==> config.mk <==
export PLATFORM = sky130hd
export DESIGN_NAME = bp_table_ctrl
export DESIGN_NICKNAME = d
export VERILOG_FILES = /design/src/rtl/bp_table_ctrl.sv
export SDC_FILE = /design/constraint.sdc
export NUM_CORES = 1
export LEC_CHECK = 0
export ABC_AREA = 1
export ABC_CLOCK_PERIOD_IN_PS = 2800
export CAP_MARGIN = 25
export CORE_MARGIN = 10
export CORE_UTILIZATION = 34
export DETAILED_ROUTE_END_ITERATION = 8
export PLACE_DENSITY_LB_ADDON = 0.15
export SLEW_MARGIN = 25
export SYNTH_ARGS = -nofsm -noshare
export SYNTH_HDL_FRONTEND = slang
export SYNTH_SLANG_ARGS = --single-unit
==> constraint.sdc <==
create_clock -name clk -period 2.8 [get_ports clk]
set_input_delay 0.56 -clock clk [delete_from_list [all_inputs] [get_ports clk]]
set_output_delay 0.56 -clock clk [all_outputs]
set_load 0.02 [all_outputs]
==> src/rtl/bp_table_ctrl.sv <==
// bp_table_ctrl: branch history table of 2-bit saturating counters with a
// flush walker and a one-cycle statistics read port.
// Optional feature macro: BP_STATS_EN. When it is defined, branch, correct,
// taken and drop statistics are kept and readable. When it is undefined, no
// counters exist and rd_data always reads 0. The handshake timing is the same
// in both builds.
module bp_table_ctrl #(
  parameter int TABLE_ADR_WIDTH = 2,
  parameter int CNT_WIDTH       = 32
) (
  input  logic                 clk,
  input  logic                 rst,
  input  logic [31:0]          pred_pc,
  output logic                 pred_taken,
  input  logic                 upd_valid,
  input  logic [31:0]          upd_pc,
  input  logic                 upd_taken,
  input  logic                 flush_req,
  output logic                 flush_busy,
  input  logic                 rd_req,
  input  logic [1:0]           rd_sel,
  output logic                 rd_ack,
  output logic [CNT_WIDTH-1:0] rd_data
);

  localparam int TABLE_SIZE = 2 ** TABLE_ADR_WIDTH;

  typedef enum logic [1:0] {
    IDLE  = 2'd0,
    FLUSH = 2'd1,
    READ  = 2'd2
  } state_t;

  state_t                     state_reg, state_next;
  logic [TABLE_ADR_WIDTH-1:0] walk_ptr_reg, walk_ptr_next;
  logic [1:0]                 table_q [TABLE_SIZE];

  logic [TABLE_ADR_WIDTH-1:0] pred_idx;
  logic [TABLE_ADR_WIDTH-1:0] upd_idx;
  logic                       in_flush;
  logic                       upd_en;
  logic                       rd_capture;

  // Word-aligned PCs: the low two bits never select an entry.
  assign pred_idx   = pred_pc[TABLE_ADR_WIDTH+1:2];
  assign upd_idx    = upd_pc[TABLE_ADR_WIDTH+1:2];
  assign in_flush   = (state_reg == FLUSH);
  // Updates are only accepted outside a flush; during a flush they are dropped.
  assign upd_en     = upd_valid && !in_flush;
  // Read data is captured on the IDLE->READ transition.
  assign rd_capture = (state_reg == IDLE) && !flush_req && rd_req;

  // Control FSM state and walk pointer register.
  always_ff @(posedge clk or posedge rst) begin
    if (rst) begin
      state_reg    <= IDLE;
      walk_ptr_reg <= '0;
    end else begin
      state_reg    <= state_next;
      walk_ptr_reg <= walk_ptr_next;
    end
  end

  // Next-state logic: flush has priority over a read; read lasts one cycle.
  always_comb begin
    state_next    = state_reg;
    walk_ptr_next = walk_ptr_reg;
    case (state_reg)
      IDLE: begin
        if (flush_req) begin
          state_next    = FLUSH;
          walk_ptr_next = '0;
        end else if (rd_req) begin
          state_next = READ;
        end
      end
      FLUSH: begin
        walk_ptr_next = walk_ptr_reg + TABLE_ADR_WIDTH'(1);
        if (walk_ptr_reg == '1) begin
          state_next = IDLE;
        end
      end
      READ: begin
        state_next = IDLE;
      end
      default: begin
        state_next = IDLE;
      end
    endcase
  end

  assign flush_busy = in_flush;
  assign rd_ack     = (state_reg == READ);
  // The prediction reads the stored value directly, so a same-cycle update
  // to the same entry is not visible until the next cycle.
  assign pred_taken = in_flush ? 1'b0 : table_q[pred_idx][1];

  // One saturating counter per table entry.
  for (genvar gi = 0; gi < TABLE_SIZE; gi++) begin : g_entry
    logic [1:0] entry_reg;
    logic [1:0] entry_next;

    // Entry update: the flush walk rewrites the entry, otherwise it saturates up or down.
    always_comb begin
      entry_next = entry_reg;
      if (in_flush) begin
        if (walk_ptr_reg == TABLE_ADR_WIDTH'(gi)) begin
          entry_next = 2'b01;
        end
      end else if (upd_en && (upd_idx == TABLE_ADR_WIDTH'(gi))) begin
        if (upd_taken && (entry_reg != 2'b11)) begin
          entry_next = entry_reg + 2'd1;
        end else if (!upd_taken && (entry_reg != 2'b00)) begin
          entry_next = entry_reg - 2'd1;
        end
      end
    end

    // Entry storage; reset leaves every entry weakly not-taken.
    always_ff @(posedge clk or posedge rst) begin
      if (rst) begin
        entry_reg <= 2'b01;
      end else begin
        entry_reg <= entry_next;
      end
    end

    assign table_q[gi] = entry_reg;
  end

`ifdef BP_STATS_EN
  localparam int DROP_W = CNT_WIDTH - 8;

  logic [CNT_WIDTH-1:0] branches_reg;
  logic [CNT_WIDTH-1:0] correct_reg;
  logic [CNT_WIDTH-1:0] taken_reg;
  logic [DROP_W-1:0]    drop_reg;
  logic [CNT_WIDTH-1:0] rd_data_reg;
  logic [CNT_WIDTH-1:0] rd_sel_value;
  logic                 upd_hit;

  // The stored prediction bit is compared before the entry changes.
  assign upd_hit = (table_q[upd_idx][1] == upd_taken);

  // Statistics counters. Branch, correct and taken counts wrap; the drop count saturates.
  always_ff @(posedge clk or posedge rst) begin
    if (rst) begin
      branches_reg <= '0;
      correct_reg  <= '0;
      taken_reg    <= '0;
      drop_reg     <= '0;
    end else begin
      if (upd_en) begin
        branches_reg <= branches_reg + CNT_WIDTH'(1);
        if (upd_taken) begin
          taken_reg <= taken_reg + CNT_WIDTH'(1);
        end
        if (upd_hit) begin
          correct_reg <= correct_reg + CNT_WIDTH'(1);
        end
      end
      if (upd_valid && in_flush && (drop_reg != '1)) begin
        drop_reg <= drop_reg + DROP_W'(1);
      end
    end
  end

  // Read select mux.
  always_comb begin
    rd_sel_value = '0;
    case (rd_sel)
      2'd0:    rd_sel_value = branches_reg;
      2'd1:    rd_sel_value = correct_reg;
      2'd2:    rd_sel_value = taken_reg;
      default: rd_sel_value = {drop_reg, 6'b0, in_flush, (state_reg == READ)};
    endcase
  end

  // Read data register, loaded when a read is accepted.
  always_ff @(posedge clk or posedge rst) begin
    if (rst) begin
      rd_data_reg <= '0;
    end else if (rd_capture) begin
      rd_data_reg <= rd_sel_value;
    end
  end

  assign rd_data = rd_data_reg;

  logic unused_bits;
  assign unused_bits = ^{pred_pc[31:TABLE_ADR_WIDTH+2], pred_pc[1:0],
                         upd_pc[31:TABLE_ADR_WIDTH+2], upd_pc[1:0]};
`else
  // Without statistics the read port still handshakes but returns zero.
  assign rd_data = '0;

  logic unused_bits;
  assign unused_bits = ^{pred_pc[31:TABLE_ADR_WIDTH+2], pred_pc[1:0],
                         upd_pc[31:TABLE_ADR_WIDTH+2], upd_pc[1:0],
                         rd_sel, rd_capture};
`endif

endmodule

# Word-level counts from Yosys, hierarchy flattened
# Index checks and enable logic that the tools add are counted.
[op_classes]
addsub = 9
n_lt_le_gt_ge = 1
n_eq_ne = 18
n_mux = 30
n_bitwise = 1
reduce_logical = 37
[ops]
columns = ["cell", "count"]
rows = [
  ["$mux W2", 26],
  ["$reduce_bool A2 Y1", 9],
  ["$logic_and A1 B1 Y1", 13],
  ["$reduce_and A3 Y1", 4],
  ["$reduce_bool A3 Y1", 4],
  ["$add A2 B1 Y2 const B", 5],
  ["$eq A2 B2 Y1 const B", 5],
  ["$ne A2 B2 Y1 const B", 5],
  ["$ne A2 B1 Y1 const B", 4],
  ["$pmux W2 S2", 2],
  ["$sub A2 B1 Y2 const B", 4],
  ["$eq A2 B1 Y1 const B", 3],
  ["$logic_not A2 Y1", 3],
  ["$bmux W2 S2", 1],
  ["$reduce_and A2 Y1", 2],
  ["$ge A3 B3 Y1 const B", 1],
  ["$ne A3 B3 Y1 const B", 1],
  ["$not A2 Y3", 1],
  ["$logic_not A1 Y1", 2],
  ["$mux W1", 1],
]
[word_totals]
reg_bits = 12
inputBits = 72
out_inout_bits = 35
wordCells = 102

# Longest topological paths before layout
# Gate-level depths: netlist (run 1).
[logic_depth]
word_depth = 6
ltp_mapped = 8
ltp_nobuf = 8

# Least setup slack after synthesis (run 1)
# Ideal clock, no wire load.
[synth_timing]
path_type = "input port to output port"
startpoint = "input pred_pc[2]"
endpoint = "output pred_taken"
t_arrival_ps = 1103
t_required_ps = 2240
slack_ps = 1137
cell_stages = 3
n_path_buf = 0
path_cell_list = "a21oi_1 > o21ai_0 > a21oi_1"
[synth_via]
elab_chain_len = 5
[synth_lines]
columns = ["element", "line_no", "text"]
rows = [
  ["from (decl)", "13", "input logic [31:0] pred_pc,"],
  ["$not A2 Y3 (implied by the code)", "96", "assign pred_taken = in_flush ? 1'b0 : table_q[pred_idx][1];"],
  ["$bmux W2 S2", "96", ""],
  ["$mux W2 (implied by the code) (2 in a row)", "96", ""],
  ["$mux W1", "96", ""],
  ["to (decl)", "14", "output logic pred_taken,"],
]
# Every way passes these cells. The select of a mux whose other input is x is not followed.

# Worst setup path in the final report (run 1)
# Ends and elaborated chain as after synthesis.

==> metrics.txt, run 1 <==
status completed; main combinational cell family by area after synthesis simple AND/OR/NAND/NOR gates; first-pass GRT wire length 4480 µm; CTS tree done; crit path DAT 2.00 ns; commonest non-fill, non-tap cell in the layout nand2_1; row count 21; largest net degree at the start of global routing 20; Synth Area in Simple Gates 0.350; post-CTS setup buffer count 0; Detailed Routing Iterations Pass 1 4; total grt overflow 0; post-route cell area 0.00124 mm²; M1 GR Usage 0.101; Max Clock Skew 0.00650 ns; Critical Setup Path Class in -> out; commonest cells after routing, fill and taps aside nand2_1, conb_1, nor2_1, inv_1, clkdlybuf4s50_1; layout cells sized above 1 0.0881; Total Wirelength 2690 µm; Starting Density 0.352; met2 Use GR 0.137; final worst path period need 2.56 ns; R2R depth 7; syn avg cell area 6.55 µm²; Worst setup SP type input port; Nets 271; power density over the cells 886 mW/mm²; VDD IR-drop max 0.000528 V; CP max FO 4; clk_lat worst skew 0.28 ns; DP Area 0.00121 mm²; Core Footprint 0.00336 mm²; Area Overhead vs Synth 4.44%; port bufs 12; Post-DP HPWL 2180 µm; # IOs 107; Fin. Hold Viols 0; post-route ant nets 0; GRT busiest layer met2; Die Width 79.0 µm; die area 0.00625 mm²; Avg Vias per Cell 4.34; initial antenna violation count 0; CTS root buffer clkbuf_4; area share of fa/ha/maj cells after synthesis 0.0422; gpl congestion 0.719; routed length per placed instance 11.3 µm; Hold/Removal Path Class reg -> reg; hold depth 2; Hold Buf Count CTS 0; Clock Path Buffers 2; Synth Area in XOR/XNOR 0; GRT Total Usage 0.0854; Slew HR 0.644; fill count 394; via count 1,037; Cells after Synth 181; Synth cell types 24; Setup Viol. Count Final 0; WP data required 2.24 ns; clock sinks 12; max-slew violations 0; Num CTS Buffers 3; # diodes 0; Highest Clock Rate 0.390 GHz; Final Cycle Share 0.915; Synthesis Warnings 0; number of global-route vias before repair 1,012; Critical Path Sink Type primary output; LEAKAGE 0.661 nW; setup tns final 0 ns; max cap viols 0; post-synthesis compound-gate area fraction 0.0739; mux cell area share after synthesis 0; Die H 79.0 µm; DRC Markers 0; sequential fraction of the synthesis area 0.258; mapped cell area 0.00118 mm²; FF+latch count, synth 12; H-Tree Level Count 1; cts repair resizes 0; RSZ-0062 raised after global routing no; Reg clk slew, reported paths 0.09 ns; max reg flops 8; Worst-Margin Slew 0.533 ns; 1st-iter DRT viols 68; met3 usage 0.0349
worst paths after layout:
kind | slack, ns | startpoint | endpoint
worst min register to register | 0.49 | g_entry[1].entry_reg[0]$_DFFE_PP1P_ | g_entry[1].entry_reg[0]$_DFFE_PP1P_
min in group asynchronous | 0.61 | rst | walk_ptr_reg[0]$_DFFE_PP0P_
worst max-delay path | 0.24 | pred_pc[2] | pred_taken
worst min-delay path | 0.49 | g_entry[1].entry_reg[0]$_DFFE_PP1P_ | g_entry[1].entry_reg[0]$_DFFE_PP1P_
max in group asynchronous | 1.82 | rst | g_entry[2].entry_reg[0]$_DFFE_PP1P_
worst max register to register | 1.49 | state_reg[0]$_DFFE_PP0P_ | g_entry[3].entry_reg[1]$_DFFE_PP0P_
metal layers:
metal  vias up  routed length, µm  share of wire
met5         -                  0              0
met4         0                 11         0.0041
met3         2                261          0.097
met2        47               1260           0.47
met1       466               1160           0.43
li1        522                  -              -
logic make-up (layout without fill, tap and decap cells):
| logic type | count (synthesis) | in the layout |
|---|---|---|
| AO/OA/AOI/OAI | 14 | 14 |
| adder cells (fa/ha/maj) | 4 | 4 |
| buffers and inverters | 49 | 30 |
| flip-flops | 12 | 12 |
| other | 1 | 32 |
| AND/OR/NAND/NOR | 101 | 101 |
synthesized netlist by cell type, drive strengths merged:
library cell / number / share of area
a21oi: 5 / 0.031
a22o: 1 / 0.0074
and3: 1 / 0.0053
buf: 35 / 0.23
conb: 1 / 0.0032
dfrtp: 8 / 0.17
dfstp: 4 / 0.089
ha: 4 / 0.042
inv: 14 / 0.044
nand2: 67 / 0.22
nand3: 11 / 0.046
nand4: 2 / 0.011
nor2: 18 / 0.059
nor3: 1 / 0.0042
o211ai: 1 / 0.0063
o21ai: 7 / 0.030
or2: 1 / 0.0074
critical path, cell delays in order:
cell	delay [ns]
clkdlybuf4s50_1	0.45
a21oi_1	0.14
o21ai_0	0.09
a21oi_1	0.13
clkdlybuf4s50_1	0.63
report_power, final:
group | switching (mW) | internal, mW
registers | 0.0754 | 0.261
logic | 0.408 | 0.239
clock network | 0.0636 | 0.0498
per-stage QoR:
step	util	worst slack [ns]	hold WS, ns	instances	power (mW)
floorplan	-	1.14	0.422	212	0.892
global placement	0.361	0.253	0.477	236	0.970
detailed placement	0.361	0.216	0.480	236	0.988
CTS	0.368	0.212	0.495	239	1.10
global route	0.368	0.146	0.513	239	1.24
finish	0.368	0.239	0.493	239	1.10
area by class of cell:
| type | count | area, µm² | area share |
|---|---|---|---|
| Tap cell | 46 | 57.6 | 0.0465 |
| Clock buffer | 3 | 22.5 | 0.0182 |
| Timing Repair Buffer | 13 | 128 | 0.103 |
| Inverter | 14 | 52.6 | 0.0425 |
| Multi-Input combinational cell | 151 | 672 | 0.543 |
| Sequential cell | 12 | 305 | 0.247 |
Note: power is estimated with default switching activity, not from simulation.
==> inputs of run 2 (changes only) <==
- REMOVE_ABC_BUFFERS: unset -> 1
==> run 2 against run 1 <==
- combinational power hardly changed
- via count is 3.5% lower
- core utilization rose by 0.41 points
- critical path type unchanged
- critical path depth did not move
- routed wire length decreased by 5.1%
- cell count increased by 0.42%
- critical endpoint unchanged
- setup slack better by 0.018 ns
- largest cell class unchanged
==> metrics.txt, run 2 (same netlist as run 1, synthesis figures left out) <==
Clock Path Buffers 2; Total Wirelength 2560 µm; number of global-route vias before repair 971; Area Overhead vs Synth 5.60%; commonest non-fill, non-tap cell in the layout nand2_1; max layer used met4; met3 wire length 204 µm; Hold/Removal Path Class reg -> reg; status completed; worst slack at placement 0.260 ns; largest net degree at the start of global routing 20; Avg Vias per Cell 4.17; clk_lat worst skew 0.27 ns; post-CTS setup buffer count 0; clock sinks 12; CP Cell Sequence clkdlybuf4s50_1 > a21oi_1 > o21ai_0 > a21oi_1 > clkdlybuf4s50_1; crit path DAT 1.98 ns; post-route cell area 0.00125 mm²; # IOs 107; first-pass GRT wire length 4320 µm; WP data required 2.24 ns; max cap viols 0; Max stage delay cell, worst path clkdlybuf4s50_1; initial antenna violation count 0; Reg clk slew, reported paths 0.08 ns; Highest Clock Rate 0.393 GHz; Nets 271; max incr delay on CP 0.62 ns; CP max FO 4; 1st-iter DRT viols 47; DP Area 0.00121 mm²; Setup Viol. Count Final 0; routed length per placed instance 10.6 µm; met1 WL 1130 µm; power density over the cells 893 mW/mm²; post-route ant nets 0; cts repair resizes 0; Die H 79.0 µm; via count 1,001; Post-DP HPWL 2100 µm; final worst path period need 2.54 ns; row count 21; Hold Buf Count CTS 0; max-slew violations 0; worst hold slack 0.488 ns; # diodes 0; Critical Path Sink Type primary output; CTS tree done; Critical Setup Path Class in -> out; CTS root buffer clkbuf_4; crit path buf inv count 2; H-Tree Level Count 1; Slew HR 0.655; Final Cycle Share 0.908; layout cells sized above 1 0.0928; Detailed Routing Iterations Pass 1 4; Met2 Routed Length 1200 µm; max reg flops 8; total grt overflow 0; GRT Total Usage 0.0845; gpl congestion 0.772; LEAKAGE 0.669 nW; Core Footprint 0.00336 mm²; die area 0.00625 mm²; final worst setup slack 0.257 ns; Fin. Hold Viols 0; Num CTS Buffers 3; FF-to-FF setup slack 1.50 ns; commonest cells after routing, fill and taps aside nand2_1, conb_1, nor2_1, inv_1, clkdlybuf4s50_1; DRC Markers 0; port bufs 12; Core Util, Final 0.372; Starting Density 0.352; setup tns final 0 ns; Worst setup SP type input port; RSZ-0062 raised after global routing no; Max Clock Skew 0.000282 ns; CP top delay family buffers and inverters; VDD IR-drop max 0.000550 V; Die Width 79.0 µm; Worst-Margin Slew 0.516 ns
## run 2: changes by cell type in the layout (fill, tap and decap cells not counted), sizes merged
cell,delta
clkbuf,+1
## run 2: area by class of cell
cell class	count	area [µm²]
fillers	386	2110
repair buffers	13	128
flip-flops and latches	12	305
multi-input cells	151	672
well taps	46	57.6
inverters	14	52.6
clock buffers	4	36.3
## run 2: worst paths after layout
check,from,end,cells after the start
max,pred_pc[2],pred_taken,5
min,g_entry[2].entry_reg[0]$_DFFE_PP1P_,g_entry[2].entry_reg[0]$_DFFE_PP1P_,2
max reg2reg,state_reg[0]$_DFFE_PP0P_,g_entry[0].entry_reg[1]$_DFFE_PP0P_,7
min reg2reg,g_entry[2].entry_reg[0]$_DFFE_PP1P_,g_entry[2].entry_reg[0]$_DFFE_PP1P_,2
max in group asynchronous,rst,g_entry[2].entry_reg[0]$_DFFE_PP1P_,2
min in group asynchronous,rst,state_reg[1]$_DFFE_PP0P_,2
## run 2: report_power, final
part	internal (mW)	switching (mW)	leakage, nW	total (mW)
clock network	0.0791	0.0612	0.0210	0.140
logic	0.240	0.404	0.505	0.644
registers	0.261	0.0720	0.143	0.333
total	0.579	0.537	0.669	1.12
## run 2: metal layers
| metal | vias to the layer above | GRT usage |
|---|---|---|
| met4 | 0 | 0.0233 |
| li1 | 528 | - |
| met3 | 2 | 0.0417 |
| met2 | 36 | 0.135 |
| met1 | 435 | 0.0982 |
| met5 | - | 0 |
## run 2: tightest hold or removal path, cell delays in order (launching register included)
cell and delay, ns:
dfstp_2 0.39, nand2_1 0.06, nand2_1 0.05
## run 2: stage by stage
| stage | instances | total power [mW] |
|---|---|---|
| after floorplan | 177 | 0.811 |
| after global placement | 236 | 0.970 |
| after detailed placement | 236 | 0.986 |
| after CTS | 240 | 1.13 |
| after global routing | 240 | 1.27 |
| final | 240 | 1.12 |
==> inputs of run 3 (changes only) <==
- ABC_CLOCK_PERIOD_IN_PS: 2800 -> 2700
- CORE_UTILIZATION: 34 -> 31
- clock period: 2.8 -> 2.7 ns (I/O delays scaled with it)
==> run 3 against run 2 <==
- die area grew 7.2%
- sequential share of layout area shrank 0.41 points
- first-iteration DRC count shrank 8.5%
- critical path type unchanged
- clock power grew 45%
- flip-flop and latch count is the same
- via count grew 2.0%
- critical path depth is the same
- worst hold slack lost 0.0037 ns
- count of clock-buffer cells in the layout is the same
==> metrics.txt, run 3 (same netlist as run 1, synthesis figures left out) <==
status completed; worst hold slack 0.485 ns; setup tns final 0 ns; r2r startpoint state_reg[0]$_DFFE_PP0P_; clk_lat worst skew 0.24 ns; Worst setup SP type input port; Hold Crit Start g_entry[0].entry_reg[0]$_DFFE_PP1P_; Hold Buf Count CTS 0; Critical Path Sink Type primary output; number of global-route vias before repair 941; LEAKAGE 0.676 nW; final worst path period need 2.56 ns; routed length per placed instance 10.9 µm; Num CTS Buffers 3; GRT Total Usage 0.0787; commonest cells after routing, fill and taps aside nand2_1, conb_1, nor2_1, inv_1, clkdlybuf4s50_1; hold endpoint g_entry[0].entry_reg[0]$_DFFE_PP1P_; H-Tree Level Count 1; Worst-Margin Slew 0.527 ns; Detailed Routing Iterations Pass 1 4; Die H 81.8 µm; initial antenna violation count 0; max-slew violations 0; VDD IR-drop max 0.000378 V; WP data required 2.16 ns; crit path DAT 2.02 ns; Die Width 81.8 µm; first-pass GRT wire length 4150 µm; # IOs 107; cts repair resizes 0; Highest Clock Rate 0.390 GHz; Post-DP HPWL 2160 µm; Hold/Removal Path Class reg -> reg; Max Clock Skew 0.000951 ns; FF-to-FF setup slack 1.40 ns; row count 22; Avg Vias per Cell 4.22; Core Footprint 0.00369 mm²; Area Overhead vs Synth 7.39%; clock sinks 12; Worst R2R End g_entry[2].entry_reg[1]$_DFFE_PP0P_; gpl congestion 0.773; Slew HR 0.648; RSZ-0062 raised after global routing no; Clock Path Buffers 2; commonest non-fill, non-tap cell in the layout nand2_1; DRC Markers 0; Nets 271; via count 1,021; CP max FO 4; hold depth 2; post-route ant nets 0; max cap viols 0; Final Cycle Share 0.949; Fin. Hold Viols 0; total grt overflow 0; Total Wirelength 2650 µm; worst slack at placement 0.141 ns; 1st-iter DRT viols 43; die area 0.00670 mm²; layout cells sized above 1 0.0928; power density over the cells 957 mW/mm²; DP Area 0.00122 mm²; CTS tree done; largest net degree at the start of global routing 20; CTS root buffer clkbuf_8; Reg clk slew, reported paths 0.06 ns; final worst setup slack 0.137 ns; Starting Density 0.321; # diodes 0; post-route cell area 0.00127 mm²; Critical Setup Path Class in -> out; max reg flops 8; R2R depth 7; Setup Viol. Count Final 0; post-CTS setup buffer count 0; port bufs 12
[run 3: cell counts in the layout (fill, tap and decap cells not counted)]
Identical to the previous run, type by type.
[run 3: metrics by stage]
stage / util / total power [mW] / cells
global placement: 0.330 / 1.01 / 238
finish: 0.345 / 1.22 / 242
CTS: 0.345 / 1.23 / 242
floorplan: - / 0.841 / 177
detailed placement: 0.330 / 1.02 / 238
global route: 0.345 / 1.35 / 242
[run 3: power breakdown]
part | total (mW) | switching [mW] | leakage, nW | internal [mW]
clock network | 0.203 | 0.0743 | 0.0288 | 0.129
registers | 0.346 | 0.0746 | 0.143 | 0.271
logic | 0.669 | 0.420 | 0.505 | 0.249
total | 1.22 | 0.569 | 0.676 | 0.649
[run 3: critical path, cell delays in order]
cell,delay (ns)
clkdlybuf4s50_1,0.46
a21oi_1,0.17
o21ai_0,0.09
a21oi_1,0.13
clkdlybuf4s50_1,0.62
[run 3: worst max path at each step]
stage	start	end	slack (ns)
after floorplan	state_reg[0]$_DFFE_PP0P_	pred_taken	0.98
after global placement	pred_pc[2]	pred_taken	0.20
after detailed placement	pred_pc[2]	pred_taken	0.14
after CTS	pred_pc[2]	pred_taken	0.14
after global routing	pred_pc[2]	pred_taken	0.07
final	pred_pc[2]	pred_taken	0.14
[run 3: final cells by class]
type                            count  area [µm²]
Clock buffer                        4        55.1
Fill cell                         418        2420
Inverter                           14        52.6
Multi-Input combinational cell    151         672
Sequential cell                    12         305
Tap cell                           48        60.1
Timing Repair Buffer               13         128
[run 3: per-layer routing]
metal	track usage	vias to the layer above	share of wire
met2	0.129	35	0.46
met1	0.0913	452	0.44
met4	0.0357	0	0.016
met5	0	-	0
li1	-	529	-
met3	0.0251	5	0.086
